### src/rtl/branch_resolve_queue_if.sv
// Fetch/execute/predictor handshake bundle for the branch resolve queue.
// The slave side is the queue, the master side drives allocations and resolves.
interface branch_resolve_queue_if;
   logic        alloc_valid;
   logic [31:0] alloc_pc;
   logic        alloc_pred;
   logic [31:0] alloc_target;
   logic        alloc_ready;
   logic        res_valid;
   logic        res_taken;
   logic [31:0] res_target;
   logic        upd_branch;
   logic [31:0] upd_pc;
   logic        upd_taken;
   logic        flush;
   logic [31:0] redirect_pc;

   modport slave (
      input  alloc_valid, alloc_pc, alloc_pred, alloc_target,
      input  res_valid, res_taken, res_target,
      output alloc_ready,
      output upd_branch, upd_pc, upd_taken,
      output flush, redirect_pc
   );

   modport master (
      output alloc_valid, alloc_pc, alloc_pred, alloc_target,
      output res_valid, res_taken, res_target,
      input  alloc_ready,
      input  upd_branch, upd_pc, upd_taken,
      input  flush, redirect_pc
   );
endinterface

### src/rtl/branch_resolve_queue.sv
// In-order queue of predicted branches; checks each against its resolution,
// trains the predictor and squashes younger entries on a misprediction.
module branch_resolve_queue #(
   parameter int DEPTH    = 4,
   parameter int PTR_BITS = 2
) (
   input  logic                clk,
   input  logic                rst_n,
   branch_resolve_queue_if.slave bus,
   output logic [PTR_BITS:0]   count,
   output logic                err_underflow
);

   logic [31:0]         pc_q  [DEPTH];
   logic                pred_q[DEPTH];
   logic [31:0]         tgt_q [DEPTH];

   logic [PTR_BITS-1:0] rd_ptr_q, rd_ptr_d;
   logic [PTR_BITS-1:0] wr_ptr_q, wr_ptr_d;
   logic [PTR_BITS:0]   count_q, count_d;
   logic                upd_branch_q, upd_branch_d;
   logic [31:0]         upd_pc_q, upd_pc_d;
   logic                upd_taken_q, upd_taken_d;
   logic                flush_q, flush_d;
   logic [31:0]         redirect_q, redirect_d;
   logic                err_q, err_d;

   logic                full;
   logic                do_alloc;
   logic                do_res;
   logic                mis;
   logic                wr_en;
   logic [31:0]         ent_pc;
   logic                ent_pred;
   logic [31:0]         ent_tgt;

   assign full     = (count_q == (PTR_BITS+1)'(DEPTH));
   assign do_alloc = bus.alloc_valid && !full;
   assign do_res   = bus.res_valid && (count_q != '0);
   assign ent_pc   = pc_q[rd_ptr_q];
   assign ent_pred = pred_q[rd_ptr_q];
   assign ent_tgt  = tgt_q[rd_ptr_q];

   // Compare the oldest entry against the actual outcome
   always_comb begin
      mis = 1'b0;
      if (do_res) begin
         mis = (bus.res_taken != ent_pred) ||
               (bus.res_taken && ent_pred && (bus.res_target != ent_tgt));
      end
   end

   // Wrong-path allocations in a squash cycle are dropped
   assign wr_en = do_alloc && !mis;

   // Next-state for pointers, occupancy and registered outputs
   always_comb begin
      rd_ptr_d     = rd_ptr_q;
      wr_ptr_d     = wr_ptr_q;
      count_d      = count_q;
      upd_branch_d = 1'b0;
      upd_pc_d     = upd_pc_q;
      upd_taken_d  = upd_taken_q;
      flush_d      = 1'b0;
      redirect_d   = redirect_q;
      err_d        = err_q | (bus.res_valid && (count_q == '0));
      if (mis) begin
         rd_ptr_d = '0;
         wr_ptr_d = '0;
         count_d  = '0;
      end else begin
         if (do_alloc) wr_ptr_d = wr_ptr_q + PTR_BITS'(1);
         if (do_res)   rd_ptr_d = rd_ptr_q + PTR_BITS'(1);
         count_d = count_q + (PTR_BITS+1)'(do_alloc)
                           - (PTR_BITS+1)'(do_res);
      end
      if (do_res) begin
         upd_branch_d = 1'b1;
         upd_pc_d     = ent_pc;
         upd_taken_d  = bus.res_taken;
      end
      if (mis) begin
         flush_d    = 1'b1;
         redirect_d = bus.res_taken ? bus.res_target : ent_pc + 32'd4;
      end
   end

   // Control state and output registers
   always_ff @(posedge clk or negedge rst_n) begin
      if (!rst_n) begin
         rd_ptr_q     <= '0;
         wr_ptr_q     <= '0;
         count_q      <= '0;
         upd_branch_q <= 1'b0;
         upd_pc_q     <= '0;
         upd_taken_q  <= 1'b0;
         flush_q      <= 1'b0;
         redirect_q   <= '0;
         err_q        <= 1'b0;
      end else begin
         rd_ptr_q     <= rd_ptr_d;
         wr_ptr_q     <= wr_ptr_d;
         count_q      <= count_d;
         upd_branch_q <= upd_branch_d;
         upd_pc_q     <= upd_pc_d;
         upd_taken_q  <= upd_taken_d;
         flush_q      <= flush_d;
         redirect_q   <= redirect_d;
         err_q        <= err_d;
      end
   end

   // Entry storage, left uninitialised on reset
   always_ff @(posedge clk) begin
      if (wr_en) begin
         pc_q[wr_ptr_q]   <= bus.alloc_pc;
         pred_q[wr_ptr_q] <= bus.alloc_pred;
         tgt_q[wr_ptr_q]  <= bus.alloc_target;
      end
   end

   assign bus.alloc_ready = !full;
   assign bus.upd_branch  = upd_branch_q;
   assign bus.upd_pc      = upd_pc_q;
   assign bus.upd_taken   = upd_taken_q;
   assign bus.flush       = flush_q;
   assign bus.redirect_pc = redirect_q;
   assign count           = count_q;
   assign err_underflow   = err_q;

endmodule

### src/flat_wrapper.sv
// flat-port wrapper written by rule: the top's interface ports become plain ports
module branch_resolve_queue_flat 
#(
   parameter int DEPTH    = 4,
   parameter int PTR_BITS = 2
)
  (clk, rst_n, count, err_underflow, bus_alloc_valid, bus_alloc_pc, bus_alloc_pred, bus_alloc_target, bus_res_valid, bus_res_taken, bus_res_target, bus_alloc_ready, bus_upd_branch, bus_upd_pc, bus_upd_taken, bus_flush, bus_redirect_pc);
  branch_resolve_queue_if bus_i ();
  input  logic clk;
  input  logic rst_n;
  output logic [PTR_BITS:0] count;
  output logic err_underflow;
  input wire logic [$bits(bus_i.alloc_valid)-1:0] bus_alloc_valid;
  input wire logic [$bits(bus_i.alloc_pc)-1:0] bus_alloc_pc;
  input wire logic [$bits(bus_i.alloc_pred)-1:0] bus_alloc_pred;
  input wire logic [$bits(bus_i.alloc_target)-1:0] bus_alloc_target;
  input wire logic [$bits(bus_i.res_valid)-1:0] bus_res_valid;
  input wire logic [$bits(bus_i.res_taken)-1:0] bus_res_taken;
  input wire logic [$bits(bus_i.res_target)-1:0] bus_res_target;
  output wire logic [$bits(bus_i.alloc_ready)-1:0] bus_alloc_ready;
  output wire logic [$bits(bus_i.upd_branch)-1:0] bus_upd_branch;
  output wire logic [$bits(bus_i.upd_pc)-1:0] bus_upd_pc;
  output wire logic [$bits(bus_i.upd_taken)-1:0] bus_upd_taken;
  output wire logic [$bits(bus_i.flush)-1:0] bus_flush;
  output wire logic [$bits(bus_i.redirect_pc)-1:0] bus_redirect_pc;
  assign bus_i.alloc_valid = bus_alloc_valid;
  assign bus_i.alloc_pc = bus_alloc_pc;
  assign bus_i.alloc_pred = bus_alloc_pred;
  assign bus_i.alloc_target = bus_alloc_target;
  assign bus_i.res_valid = bus_res_valid;
  assign bus_i.res_taken = bus_res_taken;
  assign bus_i.res_target = bus_res_target;
  assign bus_alloc_ready = bus_i.alloc_ready;
  assign bus_upd_branch = bus_i.upd_branch;
  assign bus_upd_pc = bus_i.upd_pc;
  assign bus_upd_taken = bus_i.upd_taken;
  assign bus_flush = bus_i.flush;
  assign bus_redirect_pc = bus_i.redirect_pc;
  branch_resolve_queue #(.DEPTH(DEPTH), .PTR_BITS(PTR_BITS)) u_core (.clk(clk), .rst_n(rst_n), .bus(bus_i), .count(count), .err_underflow(err_underflow));
endmodule
### config.mk
export PLATFORM = sky130hd
export DESIGN_NAME = branch_resolve_queue_flat
export DESIGN_NICKNAME = d
export VERILOG_FILES = /design/src/rtl/branch_resolve_queue_if.sv /design/src/rtl/branch_resolve_queue.sv /design/src/flat_wrapper.sv
export SDC_FILE = /design/constraint.sdc
export NUM_CORES = 1
export LEC_CHECK = 0
export ABC_CLOCK_PERIOD_IN_PS = 8000
export CAP_MARGIN = 10
export CORE_MARGIN = 10
export CORE_UTILIZATION = 55
export CTS_CLUSTER_DIAMETER = 50
export DETAILED_ROUTE_END_ITERATION = 6
export GPL_TIMING_DRIVEN = 0
export PLACE_DENSITY_LB_ADDON = 0.15
export SLEW_MARGIN = 25
export SYNTH_ARGS = -nofsm -noshare
export SYNTH_HDL_FRONTEND = slang
export SYNTH_SLANG_ARGS = --single-unit
### constraint.sdc
create_clock -name clk -period 8 [get_ports clk]
set_input_delay 1.2 -clock clk [delete_from_list [all_inputs] [get_ports clk]]
set_output_delay 1.2 -clock clk [all_outputs]
set_load 0.005 [all_outputs]
======== Word-level counts from Yosys, hierarchy flattened ========
Memory sizes are Yosys's and may differ from the RTL's.
Cells that the tools add are included.
word-level totals
  output and inout bits ................... 72
  input bits .............................. 102
  memories kept ........................... 3
  flip-flop bits (word level) ............. 75
  memory bits (writable) .................. 260
operators by class
  mux-type cells .......................... 11
  equal/unequal tests ..................... 3
  bitwise logic cells ..................... 1
  $add $sub $neg .......................... 5
  reduce and logical (&&, ||, !) cells .... 13
memory list
  name           depth  width  rd ports  clocked after Yosys merged registers in  write ports  line                        RTL
  u_core.pc_q    4      32     1         0                                        1            branch_resolve_queue.sv:14  logic [31:0] pc_q [DEPTH];
  u_core.tgt_q   4      32     1         0                                        1            branch_resolve_queue.sv:16  logic [31:0] tgt_q [DEPTH];
  u_core.pred_q  4      1      1         0                                        1            branch_resolve_queue.sv:15  logic pred_q[DEPTH];
operator list
  kind                                                             number
  32-bit by 3-bit adder with 32-bit output, second input constant  1
  32-bit two-way mux                                               1
  32-bit != test                                                   1
  2-bit two-way mux                                                4
  1-bit logical AND                                                6
  1-bit two-way mux                                                5
  2-bit by 1-bit adder with 2-bit output, second input constant    2
  2-bit nonzero test                                               2
  3-bit by 1-bit adder with 3-bit output                           1
  3-bit equality test, second input constant                       1
  3-bit logical NOT                                                1
  3-bit two-way mux                                                1
  3-bit nonzero test                                               1
  3-bit by 1-bit subtractor with 3-bit output                      1
  1-bit logical NOT                                                2
  1-bit logical OR                                                 1
  1-bit != test                                                    1
  1-bit bitwise OR                                                 1

======== Longest topological paths before layout ========
An unclocked memory read counts as a cell.
  word-level depth ........................ 9
  gate-level depth with buffers ........... 12

======== Worst setup path after synthesis ========
OpenSTA, ideal clock, no wires.
  kind .................................... reg-to-reg
  start ................................... register u_core.rd_ptr_q[0]
  end ..................................... memory u_core.pc_q[0][0] (enable)
  slack ................................... 3.657 ns
  clock period less this slack ............ 4.343 ns
  arrival time ............................ 3.912 ns
  buffers on the path ..................... 5
  cell stages (with the launch flop) ...... 10
  cell sequence ........................... dfrtp_1 > buf_2 > buf_6 > buf_6 > buf_4 > mux4_2 > ha_1 > o21ai_2 > clkbuf_1 > and3_1
on the way
  longest elaborated chain between the ends .. 9
ends and longest elaborated chain
  element                                                          line                         RTL
  start, declared                                                  branch_resolve_queue.sv:18   logic [PTR_BITS-1:0] rd_ptr_q, rd_ptr_d;
  start signal, assigned                                           branch_resolve_queue.sv:101  rd_ptr_q <= rd_ptr_d;
  memory read 4 x 32 bit or memory read 4 x 1 bit (tied branches)  --
  32-bit != test or 1-bit logical AND (tied branches)              branch_resolve_queue.sv:49   (bus.res_taken && ent_pred && (bus.res_target != ent_tgt));
  1-bit logical AND                                                branch_resolve_queue.sv:49
  1-bit logical OR *                                               branch_resolve_queue.sv:48   mis = (bus.res_taken != ent_pred) ||
  1-bit two-way mux *                                              branch_resolve_queue.sv:47   if (do_res) begin
  1-bit logical NOT *                                              branch_resolve_queue.sv:54   assign wr_en = do_alloc && !mis;
  1-bit logical AND *                                              branch_resolve_queue.sv:54
  1-bit two-way mux *                                              branch_resolve_queue.sv:115  if (wr_en) begin
  1-bit two-way mux (implied by the code) *                        branch_resolve_queue.sv:116  pc_q[wr_ptr_q] <= bus.alloc_pc;
  end, declared                                                    branch_resolve_queue.sv:14
Mark *: on every way between the ends. The rest lies on a longest branch, timed or not.

======== Worst setup path in the final report ========
  start ................................... register u_core.rd_ptr_q[1]
  end ..................................... memory u_core.tgt_q[3][30] (enable)
on the way
  longest elaborated chain between the ends .. 9
ends and longest elaborated chain
  element                                                          line                         RTL
  memory read 4 x 32 bit or memory read 4 x 1 bit (tied branches)  --
  32-bit != test or 1-bit logical AND (tied branches)              branch_resolve_queue.sv:49
  1-bit logical AND                                                branch_resolve_queue.sv:49
  1-bit logical OR *                                               branch_resolve_queue.sv:48
  1-bit two-way mux *                                              branch_resolve_queue.sv:47
  1-bit logical NOT *                                              branch_resolve_queue.sv:54
  1-bit logical AND *                                              branch_resolve_queue.sv:54
  1-bit two-way mux *                                              branch_resolve_queue.sv:115
  1-bit two-way mux (implied by the code) *                        branch_resolve_queue.sv:118  tgt_q[wr_ptr_q] <= bus.alloc_target;
  end, declared                                                    branch_resolve_queue.sv:16
Marks and branches as above.

==> impl_metrics.ini <==
[critical_path]
slowest_stage = and3_4
endpoint_kind = flip-flop
crit_chain = buf_1 > mux4_2 > xnor2_1 > nand4_1 > nor4_1 > a21boi_1 > o21ai_2 > clkbuf_1 > and3_4 > buf_16
cp_max_fo = 38
worst-path-stages = 10
r2r_cells = 10
crit_end = u_core.tgt_q[3][30]
worstSetupPathType = flip-flop to flip-flop
rrSetupSlack_ns = 3.43
cp_data_required_time_ns = 8.19
crit_start = u_core.rd_ptr_q[1]
r2r-end = u_core.tgt_q[3][30]
crit_path_max_incr_delay_ns = 0.61
cp.arrival_ns = 4.77
path_delay_family = simple AND/OR/NAND/NOR gates
cp-start-kind = flip-flop
crit_buf_inv = 3
r2r_start = u_core.rd_ptr_q[1]

[place]
post-dp-hpwl_um = 23510
io_buffers = 173
place_area_mm2 = 0.01585
gp_congestion = 0.8519
dp_slack_ns = 3.288

[clock_network]
root_buffer = clkbuf_16
tritoncts = yes
cts_setup_buffers = 0
cts-hold-fix-buffers = 0
clockBufferDepth = 3
cts-resized-gates = 0
clock_sinks = 335
htreeDepth = 2
clkTransAtPathRegs_ns = 0.06
numCtsBuffers = 36
clock_latency_ns = 0.52

[synthesis]
netlist_area_mm2 = 0.01357
ys_seq_area_share_pct = 71.38
synth_most_common_cell = edfxtp_1
synth_top_area_share_pct = 57.55
synth_common_cells = edfxtp_1, dfrtp_1, mux4_2
synth.largest_area_cell = edfxtp_1
ys_seq_elements = 335
synth_edf_count = 260
syn-num-nets = 838
yosysWarningCount = 0
ys_types = 35
ys_top_cells_by_area = edfxtp_1, dfrtp_1, mux4_2, mux2_2, xnor2_1
synth_cells = 727
avgSynthCellArea_um2 = 18.66
ys.flop_type = edfxtp_1
synth-async-reset-ratio_pct = 22.39

[power_and_ir_drop]
p_per_area_mw_per_mm2 = 355.8
p_leak_nw = 5.781
worst_ir_drop_vdd_mv = 0.2250

[floorplan]
dieArea_mm2 = 0.03135
placementRows = 57
die_w_um = 177.1
die_h_um = 177.1
start_util_pct = 55.79
coreArea_mm2 = 0.02432
io_pins = 174

[sta]
tns_ns = 0
fmax_ghz = 0.2186
worst_slew_pin_slew_ns = 1.034
rsz0062_at_grt = no
slew_violations = 0
skew_ns = 0.01584
setup_viol = 0
timing.final.ws_setup_ns = 3.426
fin_crit_sh_pct = 57.18
period_needed_ns = 4.574
hold_viol = 0
relSlewSlack_pct = 31.06
hold_slack_ns = 0.4651

[global_route]
antenna_found_initial = 1
grt_pass1_wl_um = 50170
grt_max_degree = 50
grt_use_total_pct = 21.40
grt.overflow.total = 0
grt_pass1_vias = 8171

[final_layout]
drive_gt1_share_pct = 20.82
design_area_mm2 = 0.01696
nNetsFinal = 1054
fin_util_pct = 69.75
area_delta_synth_final_pct = 25.04

[status]
status = finished, final reports clean

[detailed_routing]
firstDrtPassIters = 5
drt_iter0_drc = 664
num_vias = 7600
drc = 0
routedWlPerCell_um = 25.78
vias_per_cell = 5.869
ant_nets = 0
wirelength_um = 33380

[min_path]
min_path_type = flip-flop to flip-flop

[flow_run]
maxCapViolations = 0
## layer usage
metal | vias up | global-route usage, % | share of wire (%)
met5 | - | 0 | 0
met4 | 0 | 6.375 | 2.4
met3 | 56 | 4.075 | 6.5
met2 | 299 | 35.38 | 50
met1 | 3984 | 28.36 | 41
li1 | 3261 | - | -
## worst min path at each step
stage                               startpoint                   end  slack [ns]  depth (start not counted)
after floorplan           u_core.err_underflow  u_core.err_underflow        0.45                          1
after global placement    u_core.err_underflow  u_core.err_underflow        0.44                          1
after detailed placement  u_core.err_underflow  u_core.err_underflow        0.45                          1
after CTS                 u_core.err_underflow  u_core.err_underflow        0.47                          1
after global routing      u_core.err_underflow  u_core.err_underflow        0.48                          1
final                     u_core.err_underflow  u_core.err_underflow        0.47                          1
## registers in the layout, summed over array words and instances (netlist names)
signal and cells:
u_core.bus.upd_pc 32, u_core.bus.flush 1, u_core.wr_ptr_q 2, u_core.tgt_q 128
u_core.pc_q 128, u_core.count 3, u_core.bus.upd_taken 1, u_core.pred_q 4
u_core.bus.upd_branch 1, u_core.rd_ptr_q 2, u_core.err_underflow 1, u_core.bus.redirect_pc 32
## cell usage in the layout, fill, tap and decap left out, drive strengths merged, types with 2 or more instances in the layout
cell	synthesis	final
clkdlybuf4s50	0	172
nand2b	2	2
xnor2	45	45
xor2	16	16
clkbuf	9	57
clkinvlp	0	3
and2	9	9
mux4	65	65
a22o	2	2
and3	6	6
nand3	8	8
o21ai	30	30
dfrtp	75	75
nor3	3	3
nor2	9	9
clkinv	0	11
edfxtp	260	260
buf	21	27
nor2b	4	4
nor4	5	5
inv	11	13
mux2	68	68
ha	8	8
nand2	46	46
nand4	19	19
## stage by stage
step	instances	total power (W)
floorplan	727	0.003612
global placement	1224	0.004444
detailed placement	1229	0.004534
CTS	1294	0.006088
global route	1295	0.006309
finish	1295	0.006035
## cell type report
class	count	area, um2
fill	1544	7356
clock inverter	17	122.6
buffer	30	168.9
tap	324	405.4
inverter	11	41.29
clock buffer	48	987.2
sequential	335	9684
timing repair buffer	178	1859
multi-input combinational	351	3692
antenna	1	2.502
## report_power, final
| group | internal, W | switching, W |
|---|---|---|
| Sequential | 0.00231 | 0.000184 |
| Combinational | 0.00105 | 0.000946 |
| Clock | 0.000904 | 0.000647 |
## cell families (layout without fill, tap and decap cells)
group                      count (synthesis)  after routing  synth area share (%)
adders and majority gates                  9              9                0.8854
AOI/OAI and AO/OA                         37             37                 1.550
xor gates and xnor gates                  61             61                 3.938
and+or+nand+nor                          111            111                 4.261
other                                      0              1                     0
DFF                                      335            335                 71.38
muxes                                    133            133                 16.43
buffers and inverters                     41            284                 1.549
No activity file was read; power rests on OpenSTA's default activity.
